===== src/rtl/imm_materializer.sv =====
// ---------------------------------------------------------------------------
// imm_materializer
//   Turns a (rd, 32-bit signed constant) request into the RISC-V instruction
//   sequence that loads the constant: LUI and/or ADDI(W). It emits one
//   instruction per valid/ready handshake on the inst_* side.
//
// Parameters:
//   XLEN : 64 -> the low part uses ADDIW (7'h1B); 32 -> it uses ADDI (7'h13).
//
// Optional build macro:
//   IMM_MAT_RDZERO_NOP_EN : when defined, a request with rd==0 emits a single
//                           canonical NOP (32'h00000013).
//
// Ports:
//   clk, rst        clock (rising edge), async active-high reset
//   req_valid_i     request valid
//   req_ready_o     block idle, can accept a request
//   req_rd_i        destination register index
//   req_imm_i       constant to materialize
//   inst_valid_o    inst_o holds a valid instruction
//   inst_ready_i    consumer accepts inst_o
//   inst_o          encoded instruction
//   inst_last_o     inst_o is the final instruction of the request
//   busy_o          request in progress
// ---------------------------------------------------------------------------
module imm_materializer #(
    parameter int XLEN = 64
) (
    input  logic        clk,
    input  logic        rst,
    input  logic        req_valid_i,
    output logic        req_ready_o,
    input  logic [4:0]  req_rd_i,
    input  logic [31:0] req_imm_i,
    output logic        inst_valid_o,
    input  logic        inst_ready_i,
    output logic [31:0] inst_o,
    output logic        inst_last_o,
    output logic        busy_o
);

    localparam logic [6:0] OP_LUI  = 7'h37;
    localparam logic [6:0] OP_ADDI = 7'h13;
    localparam logic [6:0] OP_LOW  = (XLEN == 64) ? 7'h1B : 7'h13;

    typedef enum logic [1:0] {S_IDLE, S_LUI, S_ADD} state_t;

    state_t      r_state, w_state_nxt;
    logic [4:0]  r_rd;
    logic [11:0] r_lo12;
    logic [31:0] r_inst, w_inst_nxt;
    logic        r_last, w_last_nxt;
    logic        r_valid, w_valid_nxt;

    logic        w_accept, w_consume, w_nop;
    logic [19:0] w_hi20;
    logic [11:0] w_lo12;

    assign w_accept  = req_valid_i && (r_state == S_IDLE);
    assign w_consume = r_valid && inst_ready_i;

    // (imm + 0x800)[31:12]: the +0x800 only carries into bit 12 when imm[11]
    // is set, so add that bit to the upper field instead of a full 32-bit add.
    assign w_hi20 = req_imm_i[31:12] + {19'd0, req_imm_i[11]};
    assign w_lo12 = req_imm_i[11:0];

`ifdef IMM_MAT_RDZERO_NOP_EN
    assign w_nop = (req_rd_i == 5'd0);
`else
    assign w_nop = 1'b0;
`endif

    // State register
    always_ff @(posedge clk or posedge rst) begin
        if (rst) r_state <= S_IDLE;
        else     r_state <= w_state_nxt;
    end

    // Next-state logic
    always_comb begin
        w_state_nxt = r_state;
        unique case (r_state)
            S_IDLE: if (w_accept)
                        w_state_nxt = (w_nop || (w_hi20 == 20'd0)) ? S_ADD : S_LUI;
            S_LUI:  if (w_consume)
                        w_state_nxt = r_last ? S_IDLE : S_ADD;
            S_ADD:  if (w_consume)
                        w_state_nxt = S_IDLE;
            default: w_state_nxt = S_IDLE;
        endcase
    end

    // Output logic: computes the next registered instruction. The first
    // instruction is built from the live request so it is valid one cycle
    // after acceptance; the ADDIW follow-up is built from the latched fields.
    always_comb begin
        w_inst_nxt  = r_inst;
        w_last_nxt  = r_last;
        w_valid_nxt = r_valid;
        unique case (r_state)
            S_IDLE: if (w_accept) begin
                w_valid_nxt = 1'b1;
                if (w_nop) begin
                    w_inst_nxt = 32'h0000_0013;
                    w_last_nxt = 1'b1;
                end else if (w_hi20 != 20'd0) begin
                    w_inst_nxt = {w_hi20, req_rd_i, OP_LUI};
                    w_last_nxt = (w_lo12 == 12'd0);
                end else begin
                    // x0 form: always ADDI, the value already fits in 12 bits
                    w_inst_nxt = {w_lo12, 5'd0, 3'b000, req_rd_i, OP_ADDI};
                    w_last_nxt = 1'b1;
                end
            end
            S_LUI: if (w_consume) begin
                if (r_last) begin
                    w_valid_nxt = 1'b0;
                end else begin
                    // valid stays high: no bubble between LUI and ADD
                    w_inst_nxt = {r_lo12, r_rd, 3'b000, r_rd, OP_LOW};
                    w_last_nxt = 1'b1;
                end
            end
            S_ADD: if (w_consume) w_valid_nxt = 1'b0;
            default: ;
        endcase
    end

    // Held request fields and registered instruction outputs
    always_ff @(posedge clk or posedge rst) begin
        if (rst) begin
            r_rd    <= 5'd0;
            r_lo12  <= 12'd0;
            r_inst  <= 32'd0;
            r_last  <= 1'b0;
            r_valid <= 1'b0;
        end else begin
            if (w_accept) begin
                r_rd   <= req_rd_i;
                r_lo12 <= w_lo12;
            end
            r_inst  <= w_inst_nxt;
            r_last  <= w_last_nxt;
            r_valid <= w_valid_nxt;
        end
    end

    assign req_ready_o  = (r_state == S_IDLE);
    assign busy_o       = (r_state != S_IDLE);
    assign inst_valid_o = r_valid;
    assign inst_o       = r_inst;
    assign inst_last_o  = r_last;

endmodule


===== config.mk =====
export PLATFORM = sky130hd
export DESIGN_NAME = imm_materializer
export DESIGN_NICKNAME = d
export VERILOG_FILES = /design/src/rtl/imm_materializer.sv
export SDC_FILE = /design/constraint.sdc
export NUM_CORES = 1
export LEC_CHECK = 0
export ABC_AREA = 1
export CAP_MARGIN = 10
export CORE_ASPECT_RATIO = 1.2
export CORE_UTILIZATION = 42
export DETAILED_ROUTE_END_ITERATION = 7
export HOLD_SLACK_MARGIN = 0.03
export PLACE_DENSITY_LB_ADDON = 0.15
export SLEW_MARGIN = 20
export SYNTH_ARGS = -nofsm -noshare
export SYNTH_HDL_FRONTEND = slang
export SYNTH_SLANG_ARGS = --single-unit

===== constraint.sdc =====
create_clock -name clk -period 6.15 [get_ports clk]
set_clock_uncertainty 0.15 [all_clocks]
set_input_delay 0.615 -clock clk [delete_from_list [all_inputs] [get_ports clk]]
set_output_delay 0.615 -clock clk [all_outputs]
set_load 0.1 [all_outputs]

==> reports/metrics.cfg <==
[detailed_routing]
drt-wirelength-per-cell_um = 13.5
drtPass1Iterations = 4
viasPerCell = 5.00
drcViolationCount = 0
num_vias = 2871
drtIter0Drc = 268
routed_wirelength_um = 7740
drtAntennaViolNets = 0

[timing]
tightestPinTransition_ns = 0.994
hold_viol = 0
fin_tns_setup_ns = 0
setup_viol = 0
max_freq_ghz = 0.301
relSlewSlack_pct = 33.6
min_period_ns = 3.32
drv_slew = 0
post-route-period-util_pct = 54.0
fin_hold_ws_ns = 0.331
setup_slack_ns = 2.83
rsz0062_at_grt = no

[floorplanning]
fp-row-count = 34
die_w_um = 81.3
core_sq_um = 7270
die_area_sq_um = 7900
initial_core_util_pct = 43.6
die_y_um = 97.2
ios = 77

[clock_tree]
clk_path_buf_depth = 2
worstSkewPairLatency_ns = 0.30
holdBufCountCts = 0
ctsResizeCount = 0
htree_levels = 2
cts_tree = built
cts_buffers = 5
cts.reportedPaths.clkPinSlew_ns = 0.09
post_cts.repair.setup_buffers = 0
clock-sinks = 49
root_buffer = clkbuf_8

[layout]
multi_input_area_sq_um = 1670
regArea_sq_um = 1230
layout_common_cells = 126 x nand2_1, 75 x clkdlybuf4s50_1, 58 x nor2_1, 49 x dfrtp_1, 28 x a21oi_1
antenna_cells = 0
drive_above_1_share_pct = 11.8
nets = 530
nFillCells = 722
final_common_cell = nand2_1
area_growth_syn_to_layout_pct = 26.2

[global_routing]
first_global_vias = 2569
antenna_found_initial = 0
grt_max_degree = 50
track_usage_pct = 21.0
grt.overflow.total = 0
grt_pass1_wl_um = 12800

[pwr]
combPwrFrac_pct = 66.8
internal_power_uw = 1020
power_frac_clock_pct = 9.9
power_frac_seq_pct = 23.3
vdd_drop_max_mv = 0.435
power_density_nw_per_um2 = 615
p_switching_uw = 1440
switching_share_pct = 58.7
p_leak_uw = 0.00186

[hold_path]
hold_start = inst_o[28]
hold_path.class = reg2reg

[logic_synthesis]
ys_seq_area_share_pct = 38.7
ys_types = 40
synth_area_per_cell_sq_um = 7.55
yosys_warnings = 0
synth_edf_count = 0
synth_fp_nets = 467
syn-cell-area_sq_um = 3170
synthArstFlopShare_pct = 100
syn_inst = 420
ys_seq_elements = 49
dominantRegCellSynth = dfrtp_1

[placement]
place_ws_ns = 2.86
gp_congestion = 0.862
dp_hpwl_um = 5910
port_buffers = 75

[critical_path]
crit_start = r_state[0]
cp-start-kind = flip-flop
crit_chain = inv_1, ha_1, clkdlybuf4s50_1
timing.rr.start = r_state[1]
path_class = reg2out
slowest_delay_ns = 1.24
path_max_fanout = 11
worstPathRequired_ns = 5.38
arrival_ns = 2.56
end_kind = primary output
slowest_stage = clkdlybuf4s50_1

[status]
status = finished, final reports clean

[run]
cap_viol_max_count = 0

==> flip-flops by register name, summed over array words and instances (netlist names) <==
signal,flops
inst_valid_o,1
inst_o,28
r_lo12,12
r_state,2
inst_last_o,1
r_rd,5
==> critical path: cells and delay by family, from the launching register on <==
family	cells	cell delay, ns
adder cells (fa/ha/maj)	1	0.45
buffers and inverters	2	1.37
flip-flops	1	0.44
==> path summary, 6_finish.rpt <==
path	to	slack (ns)	cells after the start
worst max-delay path	req_ready_o	2.83	3
max in group asynchronous	inst_o[27]	4.73	2
worst min register to register	inst_o[28]	0.33	2
worst max register to register	inst_o[9]	3.20	10
min in group asynchronous	inst_o[10]	0.62	2
worst min-delay path	inst_o[28]	0.33	2
==> final cells by class <==
type,instances,share of cell area (%)
Tap cell,90,2.81
Clock buffer,6,2.06
Timing Repair Buffer,76,18.9
Sequential cell,49,30.6
Clock inverter,2,0.938
Multi-Input combinational cell,320,41.7
Inverter,31,2.94
==> metrics by stage <==
| step | instance area [sq um] | total power [uW] | std cells | utilization [%] |
|---|---|---|---|---|
| floorplan | 3170 | 1880 | 420 | - |
| global placement | 3880 | 2200 | 566 | 53.3 |
| detailed placement | 3880 | 2220 | 566 | 53.3 |
| CTS | 4000 | 2470 | 574 | 55.0 |
| global route | 4000 | 2600 | 574 | 55.0 |
| finish | 4000 | 2460 | 574 | 55.0 |
==> power by group through the flow <==
stage	registers (uW)	clock network (uW)	logic (uW)
finish	574	243	1640
global route	593	258	1750
CTS	575	246	1650
detailed placement	581	0	1640
global placement	576	0	1630
floorplan	1240	0	644
==> layer usage <==
layer / global-route usage (%) / vias up / wire, um
li1: - / 1472 / -
met5: 0 / - / 0
met3: 2.25 / 8 / 288
met4: 4.95 / 0 / 89
met2: 33.3 / 81 / 3720
met1: 30.0 / 1310 / 3640
==> synth_stat cells, types with 2 or more instances <==
cell type | count | area, sq um
nor2_2 | 9 | 56.3
nand3b_1 | 3 | 22.5
nor2_4 | 7 | 78.8
inv_1 | 28 | 105
ha_1 | 6 | 75.1
nand4_1 | 19 | 119
nand2_1 | 126 | 473
nor2_1 | 58 | 218
mux2_2 | 8 | 90.1
nand3_2 | 5 | 50.1
buf_6 | 4 | 45.0
nand2_2 | 8 | 50.1
buf_2 | 3 | 15.0
clkbuf_8 | 2 | 27.5
clkbuf_1 | 5 | 18.8
dfrtp_1 | 49 | 1230
nand3_1 | 16 | 80.1
a21oi_1 | 28 | 140
nor4_1 | 3 | 18.8
o21ai_0 | 7 | 35.0
buf_4 | 4 | 30.0
inv_2 | 3 | 11.3
nor3_1 | 2 | 10.0
==> cells by family (layout without fill, tap and decap cells) <==
group                      after synthesis  count (layout)  synth area share [%]
adders and majority gates                6               6                  2.37
DFF                                     49              49                  38.7
other                                    1               1                 0.118
muxes                                    8               8                  2.84
buffers and inverters                   51             115                  8.76
xor gates and xnor gates                 4               4                  1.58
AOI/OAI and AO/OA                       40              40                  6.87
and+or+nand+nor                        261             261                  38.8
No activity file was read; power rests on OpenSTA's default activity.
